## src/rtl/sync_debouncer.sv

```systemverilog
// sync_debouncer: stable-count debouncer for an already-synchronized level.
// A candidate level must be seen on DEBOUNCE_CYCLES consecutive enabled
// samples before it is accepted. Produces a registered level plus one-cycle
// rise/fall strobes. Define SYNC_DEBOUNCER_EVT_CNT_EN to add a saturating
// count of accepted rising events on port evt_count.
module sync_debouncer #(
  parameter int DEBOUNCE_CYCLES = 16,
  parameter int CNT_W           = 5,
  parameter int RESET_LEVEL     = 0,
  parameter int EVT_W           = 8
) (
  input  logic             clk,
  input  logic             reset,
  input  logic             in_sync,
  input  logic             enable,
  output logic             level,
  output logic             rise,
  output logic             fall,
  output logic             busy
`ifdef SYNC_DEBOUNCER_EVT_CNT_EN
  ,
  output logic [EVT_W-1:0] evt_count
`endif
);

  typedef enum logic [1:0] {
    STABLE_LO = 2'd0,
    WAIT_HI   = 2'd1,
    STABLE_HI = 2'd2,
    WAIT_LO   = 2'd3
  } state_t;

  localparam logic             RESET_BIT   = (RESET_LEVEL != 0);
  localparam state_t           RESET_STATE = RESET_BIT ? STABLE_HI : STABLE_LO;
  // Count value at which the next matching sample is the accepting one.
  localparam logic [CNT_W-1:0] CNT_LAST    = CNT_W'(DEBOUNCE_CYCLES - 1);

`ifndef SYNTHESIS
  // Reject configurations whose acceptance count cannot fit the counter.
  if (DEBOUNCE_CYCLES < 2 || DEBOUNCE_CYCLES > (2 ** CNT_W) - 1 || EVT_W < 1) begin : g_cfg_error
    $fatal(1, "sync_debouncer: DEBOUNCE_CYCLES must be in 2..2^CNT_W-1 and EVT_W >= 1");
  end
`endif

  state_t           state_reg, state_next;
  logic [CNT_W-1:0] cnt_reg, cnt_next;
  logic             level_next;
  logic             rise_next;
  logic             fall_next;
  logic             busy_next;

  // Next-state, counter and strobe decisions; everything holds when disabled.
  always_comb begin
    state_next = state_reg;
    cnt_next   = cnt_reg;
    level_next = level;
    rise_next  = 1'b0;
    fall_next  = 1'b0;
    if (enable) begin
      unique case (state_reg)
        STABLE_LO: begin
          if (in_sync) begin
            state_next = WAIT_HI;
            cnt_next   = CNT_W'(1);
          end
        end
        WAIT_HI: begin
          if (!in_sync) begin
            // Glitch: drop back without touching the level.
            state_next = STABLE_LO;
            cnt_next   = '0;
          end else if (cnt_reg == CNT_LAST) begin
            state_next = STABLE_HI;
            cnt_next   = '0;
            level_next = 1'b1;
            rise_next  = 1'b1;
          end else begin
            cnt_next = cnt_reg + CNT_W'(1);
          end
        end
        STABLE_HI: begin
          if (!in_sync) begin
            state_next = WAIT_LO;
            cnt_next   = CNT_W'(1);
          end
        end
        WAIT_LO: begin
          if (in_sync) begin
            state_next = STABLE_HI;
            cnt_next   = '0;
          end else if (cnt_reg == CNT_LAST) begin
            state_next = STABLE_LO;
            cnt_next   = '0;
            level_next = 1'b0;
            fall_next  = 1'b1;
          end else begin
            cnt_next = cnt_reg + CNT_W'(1);
          end
        end
        default: begin
          state_next = RESET_STATE;
          cnt_next   = '0;
        end
      endcase
    end
    busy_next = (state_next == WAIT_HI) || (state_next == WAIT_LO);
  end

  // State, counter and registered outputs.
  always_ff @(posedge clk or posedge reset) begin
    if (reset) begin
      state_reg <= RESET_STATE;
      cnt_reg   <= '0;
      level     <= RESET_BIT;
      rise      <= 1'b0;
      fall      <= 1'b0;
      busy      <= 1'b0;
    end else begin
      state_reg <= state_next;
      cnt_reg   <= cnt_next;
      level     <= level_next;
      rise      <= rise_next;
      fall      <= fall_next;
      busy      <= busy_next;
    end
  end

`ifdef SYNC_DEBOUNCER_EVT_CNT_EN
  localparam logic [EVT_W-1:0] EVT_MAX = '1;

  // Saturating count of accepted rising events.
  always_ff @(posedge clk or posedge reset) begin
    if (reset) begin
      evt_count <= '0;
    end else if (rise_next && (evt_count != EVT_MAX)) begin
      evt_count <= evt_count + EVT_W'(1);
    end
  end
`endif

endmodule
```

## config.mk

```make
export PLATFORM = sky130hd
export DESIGN_NAME = sync_debouncer
export DESIGN_NICKNAME = d
export VERILOG_FILES = /design/src/rtl/sync_debouncer.sv
export SDC_FILE = /design/constraint.sdc
export NUM_CORES = 1
export LEC_CHECK = 0
export CORE_AREA = 2 2 39 41
export DETAILED_ROUTE_END_ITERATION = 7
export DIE_AREA = 0 0 41 43
export GPL_ROUTABILITY_DRIVEN = 0
export GPL_TIMING_DRIVEN = 0
export HOLD_SLACK_MARGIN = 0.15
export RECOVER_POWER = 100
export SLEW_MARGIN = 20
export SYNTH_ARGS = -nofsm -noshare
export SYNTH_HDL_FRONTEND = slang
export SYNTH_SLANG_ARGS = --single-unit
```

## constraint.sdc

```tcl
create_clock -name clk -period 2.9 [get_ports clk]
set_clock_uncertainty 0.1 [all_clocks]
set_input_delay 0.58 -clock clk [delete_from_list [all_inputs] [get_ports clk]]
set_output_delay 0.58 -clock clk [all_outputs]
set_load 0.02 [all_outputs]
```

==> results of run 1 <==
-- power by group --
part / internal [W] / total (W) / switching, W
combinational: 0.0000174 / 0.0000411 / 0.0000237
sequential: 0.000148 / 0.000157 / 0.00000865
clock: 0.0000763 / 0.000128 / 0.0000515
-- layout make-up --
type                       count  area (µm²)
inverter                       4        15.0
timing repair buffer           6        60.1
tap                           16        20.0
buffer                         2        10.0
sequential                    10         250
fill                         143         774
clock buffer                   4        36.3
multi-input combinational     32         218
-- per-stage QoR --
| step | instances | util | area, µm² | setup WS, ns | hold slack (ns) |
|---|---|---|---|---|---|
| global placement | 70 | 0.435 | 602 | 0.794 | 0.435 |
| CTS | 74 | 0.461 | 638 | 0.962 | 0.447 |
| floorplan | 48 | - | 522 | 1.34 | 0.320 |
| detailed placement | 70 | 0.435 | 602 | 0.790 | 0.438 |
| finish | 74 | 0.440 | 609 | 0.839 | 0.433 |
| global route | 74 | 0.440 | 609 | 0.776 | 0.454 |
-- kinds of logic (layout without fill, tap and decap cells) --
group | count (synthesis) | in the layout | share of synthesized area
buffers and inverters | 6 | 16 | 0.0480
XOR/XNOR | 1 | 1 | 0.0312
flip-flops | 10 | 10 | 0.480
multiplexers | 3 | 3 | 0.0671
AO/OA/AOI/OAI | 12 | 12 | 0.158
adder cells (fa/ha/maj) | 1 | 1 | 0.0240
AND/OR/NAND/NOR | 15 | 15 | 0.192
-- Yosys cell counts (all sizes together) --
master | number | area, µm²
nor2b | 1 | 6.26
nor3 | 1 | 5.00
a32o | 1 | 10.0
nand4 | 1 | 6.26
o21a | 2 | 15.0
o2bb2ai | 1 | 8.76
inv | 4 | 15.0
nand2 | 2 | 7.51
xor2 | 1 | 16.3
o21ai | 3 | 15.0
mux2i | 2 | 20.0
buf | 2 | 10.0
and2 | 1 | 6.26
nand4b | 1 | 23.8
or2 | 1 | 8.76
a21oi | 2 | 10.0
o211ai | 1 | 7.51
mux2 | 1 | 15.0
a21boi | 1 | 7.51
nand3 | 5 | 25.0
nor2 | 1 | 3.75
dfrtp | 10 | 250
ha | 1 | 12.5
nor3b | 1 | 7.51
o22a | 1 | 8.76
-- worst min-delay path by stage --
stage                          start         end  slack (ns)  cells after the start
after floorplan                reset   async pin        0.32                      1
after global placement    cnt_reg[4]  cnt_reg[4]        0.44                      1
after detailed placement  cnt_reg[4]  cnt_reg[4]        0.44                      1
after CTS                 cnt_reg[4]  cnt_reg[4]        0.45                      1
after global routing      cnt_reg[4]  cnt_reg[4]        0.45                      1
final                     cnt_reg[4]  cnt_reg[4]        0.43                      1
-- critical path, delay by kind of cell --
kind | cells | cell delay, ns
buffers and inverters | 1 | 0.62
AOI/OAI and AO/OA | 2 | 0.43
xor gates and xnor gates | 1 | 0.49
-- per-layer routing --
layer | routed length (µm) | vias to the layer above | part of all wire | global-route usage
li1 | - | 191 | - | -
met1 | 440 | 178 | 0.48 | 0.181
met2 | 407 | 6 | 0.44 | 0.178
met3 | 38 | 5 | 0.041 | 0.0524
met4 | 36 | 0 | 0.039 | 0.120
met5 | 0 | - | 0 | 0
==> results by stage, run 1 <==
Critical path:
- The most critical setup path has its endpoint at cnt_reg[2].
- The critical path is of the input port to flip-flop type.
- The signal on the critical path passes through dlygate4sd3_1 > xor2_1 > o21ai_0 > a32o_1.
- The cell depth of the worst flop-to-flop path is 4.
- For this design, the slowest cell found on the critical path is sky130_fd_sc_hd__dlygate4sd3_1.
- The data required time at the worst endpoint is 2.96 ns.
- Along the worst path, the maximum fanout reaches 8.
- Setup slack on the worst reg-to-reg path comes out at 1.19 ns.
- In this run the worst setup path begins at in_sync.
- In this design, the stage delay of the slowest critical-path cell is 0.62 ns.
- The nature of the critical path endpoint is a flip-flop.
- The startpoint identified for the worst register-to-register timing path is cnt_reg[0].
- The worst setup path is launched from an input port.
- For the worst setup path, the data arrival time is 2.12 ns.

Die:
- The horizontal die dimension is 41 µm.
- The die covers 1760 µm².
- Pin placement for this block handled 8 I/O pins.
- From bottom edge to top edge, the die measures 43 µm.
- The initial utilization of the core area, before any placement, comes to 0.377.
- The count of standard-cell rows is 14.
- The core region is 1380 µm².

Clock tree:
- CTS built an H-tree with a depth of 1.
- The clock tree root buffer cell is sky130_fd_sc_hd__clkbuf_4.
- The number of cells upsized or downsized after cts is 0.
- Clock latency on the worst-skew pair, taken at its later pin, is 0.27 ns.
- After clock tree synthesis, the clock-pin slew on the worst setup and hold paths is 0.07 ns.
- No sink is reached through more buffers than the 2 on the longest clock path.
- The clock buffer count from CTS is 3.
- The TritonCTS clock tree is yes.
- Clock tree synthesis found a total of 10 sinks.
- The hold buffer count at CTS is 0.
- The count of buffers added by post-CTS timing repair for setup is 0.

Layout:
- The most frequent standard cell in the layout excluding fill and tap cells is sky130_fd_sc_hd__dfrtp_1.
- The share of cells above drive strength 1 is 0.103.
- The layout overhead on the synthesized area is 16.8%.
- The number of antenna diodes in the final layout is 0.
- The library cells used most frequently in the layout, excluding fill and tap cells, are sky130_fd_sc_hd__dfrtp_1 (10), sky130_fd_sc_hd__dlygate4sd3_1 (6), sky130_fd_sc_hd__nand3_1 (5), sky130_fd_sc_hd__inv_1 (4).
- The count of nets after finishing is 64.

Drt:
- For this block, the via count after detailed routing is 380.
- The per-cell via count in the routed design is 5.14.
- In this run the remaining antenna-violating nets after routing total 0.
- The mean routed wirelength per cell is 12.5 µm.
- In this run, the number of DRC markers left after iteration 0 of detailed routing was 7.
- For this block, the routed nets add up to 923 µm of wire.
- For this run, design rule violations remaining after detail routing come to 0.
- The pre-antenna-repair detailed-routing pass consisted of 2 iterations.

Worst hold path:
- The path class of the tightest hold or removal check is flip-flop to flip-flop.

Power and ir drop:
- Total power for the finished layout comes to 0.000326 W.
- Across the VDD grid, the largest voltage drop is 0.302 mV.
- The analysis attributes to cell leakage a power of 0.291 nW.
- The power per unit of standard cell area is 534 nW/µm².

STA:
- Setup repair after global routing left no endpoint under its margin.
- Setup total negative slack on the finished layout was measured at 0 ns.
- Measured against its own limit, the worst slew margin works out to 0.626.
- The worst path needs 2.06 ns of the cycle, external delays included.
- The highest achievable clock rate is 485 MHz.
- The final max-slew violation count is 0.
- The number of failing setup endpoints in the final timing report is 0.
- The final count of hold timing violations is 0.
- For the pin with the worst max-slew slack, the measured transition is 0.558 ns.
- The final critical-path share of the clock period is 0.711.

Global routing:
- Global routing finished with a remaining overflow of 0.
- Entering global routing, the biggest net connects 11 pins.
- The global-route wire length before repair is 1570 µm.
- The number of antenna violations at the first check in global routing is 0.
- In the global route stage, overall resource usage came out at 0.141.
- The via count of the first global-routing pass came to 373.

Logic synthesis:
- The portion of the post-synthesis area used by sequential elements is 0.480.
- The post-synthesis area per instance is 10.9 µm².
- The synthesized instance count is 48.
- The Yosys step of the flow raised 0 warnings.
- The count of distinct cell types in the synthesized netlist is 25.
- The number of nets in the synthesized netlist is 53.
- The netlist area before placement is 522 µm².
- After synthesis the netlist holds a flip-flop and latch count of 10.

Placed design:
- The count of input and output buffers is 6.
- Once detailed placement completed, the half-perimeter wirelength came to 665 µm.

Status:
- The flow ran to the end, and the final reports show no timing, DRC or antenna violations.

Flow run:
- The max-cap check violation count is 0.
(Power assumes the default switching activity.)
==> run 2: changes to the inputs <==
clock period = 1.8 ns   (was 2.9 ns; I/O delays follow)
==> results by stage, run 2 (same netlist as run 1, synthesis figures left out) <==
Status:
- The flow ran to the end, and the final reports show no timing, DRC or antenna violations.

Critical path:
- STA puts the critical path data arrival time at 1.28 ns.
- Walking the worst path, the cells encountered are dlygate4sd3_1.
- The critical path's largest stage delay is 0.64 ns.
- The kind of critical path is flip-flop to output pin.
- STA classifies the critical path startpoint as a flip-flop.
- For the worst setup path, the data required time is 1.34 ns.
- In this run the number of cells on the critical path is 1.
- The cell with the largest stage delay on the worst path is sky130_fd_sc_hd__dlygate4sd3_1.
- The buffer and inverter count on the worst path is 1.
- STA classifies the critical path endpoint as an output pin.
- The largest driver fanout on the critical path is 2.
- The worst register-to-register path has a depth of 4.
- In this design, the largest share of critical-path delay is due to buffers and inverters.

Global routing:
- The number of antenna violations at the first check in global routing is 0.
- The via count of the first global-routing pass is 373.
- The global-route wire length before repair is 1570 µm.
- The sum of overflow across all layers after global routing is 0.
- The global router's overall resource usage is 0.141.
- The maximum number of pins on one net before global-route repair is 11.

Clock tree:
- The clock insertion delay at the later pin of the skew report is 0.26 ns.
- Clock tree synthesis found a total of 10 sinks.
- The number of cells upsized or downsized after cts is 0.
- CTS built an H-tree with a depth of 1.
- The number of buffers on the longest clock path is 2.
- The clock buffer count from CTS is 3.
- The TritonCTS clock tree is yes.
- The count of buffers added by post-CTS timing repair for setup is 0.
- After clock tree synthesis, the clock-pin slew on the worst setup and hold paths is 0.07 ns.
- For this design, the CTS-stage hold fixing added 0 buffers.
- CTS placed an instance of sky130_fd_sc_hd__clkbuf_4 at the clock tree root.

STA:
- At the pin with the least slew margin, the transition time is 0.394 ns.
- The routed design could run at a clock period as short as 1.74 ns.
- Derived from the worst setup path, the maximum achievable clock frequency is 576 MHz.
- Adding up every negative setup slack in the final design gives 0 ns.
- The final max-slew violation count is 0.
- The number of failing setup endpoints in the final timing report is 0.
- The final critical-path share of the clock period is 0.965.
- Setup repair after global routing left no endpoint under its margin.
- The relative slew slack is 0.737.
- The worst path meets setup with 0.0629 ns of slack.
- The final count of hold timing violations is 0.

Drt:
- The detailed-route DRC error count is 0.
- The routed layout has 382 vias.
- The count of nets left with antenna violations once routing finished came out at 0.
- The first-pass iteration count of the detailed router is 2.
- The final layout contains routed wiring with a total length of 906 µm.
- For this block, the initial DRC count from the detailed router was 8.
- The per-cell via count in the routed design is 5.16.
- The mean routed wirelength per cell is 12.2 µm.

Worst hold path:
- The number of cells on the worst hold path is 2.
- The min-delay analysis places its worst path in the category input port to flip-flop.

Layout:
- Leaving out fill and tap cells, the most frequent cells in the layout are sky130_fd_sc_hd__dfrtp_1 (10), sky130_fd_sc_hd__nand3_1 (5), sky130_fd_sc_hd__dlygate4sd3_1 (5), sky130_fd_sc_hd__inv_1 (4).
- The count of nets after finishing is 64.
- The area growth from synthesis to layout is 21.1%.
- The number of diodes added for antenna fixing is 0.
- Of the cells placed in the final design, the portion with a size suffix greater than 1 is 0.138.
- The most frequent standard cell in the layout excluding fill and tap cells is sky130_fd_sc_hd__dfrtp_1.

Flow run:
- The max-cap check violation count is 0.

Power and ir drop:
- The switching part of the total power is 0.259.
- The analysis attributes to cell leakage a power of 0.328 nW.
- Of the total power, combinational logic draws 0.132.
- The net switching component of the power is 0.000136 W.
- For this design the ratio of total power to cell area is 833 nW/µm².
- The worst-case IR drop observed on VDD is 0.488 mV.
- The internal power of the cells totals 0.000390 W.
- The clock network fraction of design power is 0.386.
- The share of total power dissipated in sequential elements is 0.482.

Placed design:
- The count of input and output buffers is 6.
- The post-detailed-placement half-perimeter wirelength is 665 µm.
- The worst-case setup slack after placement is -0.0901 ns.

Die:
- The number of top-level design ports is 8.
- The core region is 1380 µm².
- The area of the die is 1760 µm².
- The vertical die dimension is 43 µm.
- The die is 41 µm wide.
- For this configuration, the core starts out at a cell density of 0.377.
- After floorplanning, the core was divided into 14 placement rows.
==> run 2: cell types whose count changed in the layout (fill, tap and decap cells not counted) <==
| cell | previous run | this run |
|---|---|---|
| sky130_fd_sc_hd__xor2_2 | 0 | 1 |
| sky130_fd_sc_hd__nand4b_4 | 0 | 1 |
| sky130_fd_sc_hd__nand4b_1 | 1 | 0 |
| sky130_fd_sc_hd__dlygate4sd3_1 | 6 | 5 |
| sky130_fd_sc_hd__clkdlybuf4s50_1 | 0 | 1 |
| sky130_fd_sc_hd__xor2_1 | 1 | 0 |
==> run 2: worst paths after layout <==
kind	startpoint	end	slack, ns
min in group asynchronous	reset	cnt_reg[2]	0.41
worst min register to register	cnt_reg[4]	cnt_reg[4]	0.44
worst min-delay path	enable	flip-flop	0.32
max in group asynchronous	reset	level	0.91
worst max register to register	cnt_reg[0]	flip-flop	0.18
worst max-delay path	flip-flop	busy	0.06
==> run 2: power by group through the flow <==
stage,Combinational (W),Clock (W),Sequential [W]
after floorplan,0.0000485,0,0.000258
after global placement,0.0000695,0,0.000259
after detailed placement,0.0000706,0,0.000259
after CTS,0.0000713,0.000207,0.000254
after global routing,0.0000769,0.000216,0.000256
final,0.0000694,0.000203,0.000254
==> run 2: metal layers <==
layer / share of wire / vias up / global-route usage
li1: - / 193 / -
met1: 0.46 / 178 / 0.181
met4: 0.030 / 0 / 0.120
met2: 0.46 / 7 / 0.178
met3: 0.041 / 4 / 0.0524
met5: 0 / - / 0
==> run 2: per-stage QoR <==
step | instance area (µm²) | instances | total power, W | hold slack (ns) | utilization
after floorplan | 522 | 48 | 0.000306 | 0.100 | -
after CTS | 638 | 74 | 0.000532 | 0.279 | 0.461
after detailed placement | 602 | 70 | 0.000329 | 0.438 | 0.435
after global placement | 602 | 70 | 0.000328 | 0.435 | 0.435
final | 632 | 74 | 0.000526 | 0.325 | 0.457
after global routing | 632 | 74 | 0.000550 | 0.320 | 0.457
==> run 2: area by class of cell <==
type / count / area, µm²
plain buffers: 2 / 10.0
clock buffers: 4 / 36.3
fillers: 140 / 752
inverters: 4 / 15.0
multi-input cells: 32 / 240
flip-flops and latches: 10 / 250
well taps: 16 / 20.0
repair buffers: 6 / 60.1
==> run 3: changes to the inputs <==
CAP_MARGIN = 25   (was unset)
==> results of run 3 <==
The final DEF is identical to that of run 2; final timing and power are the same.
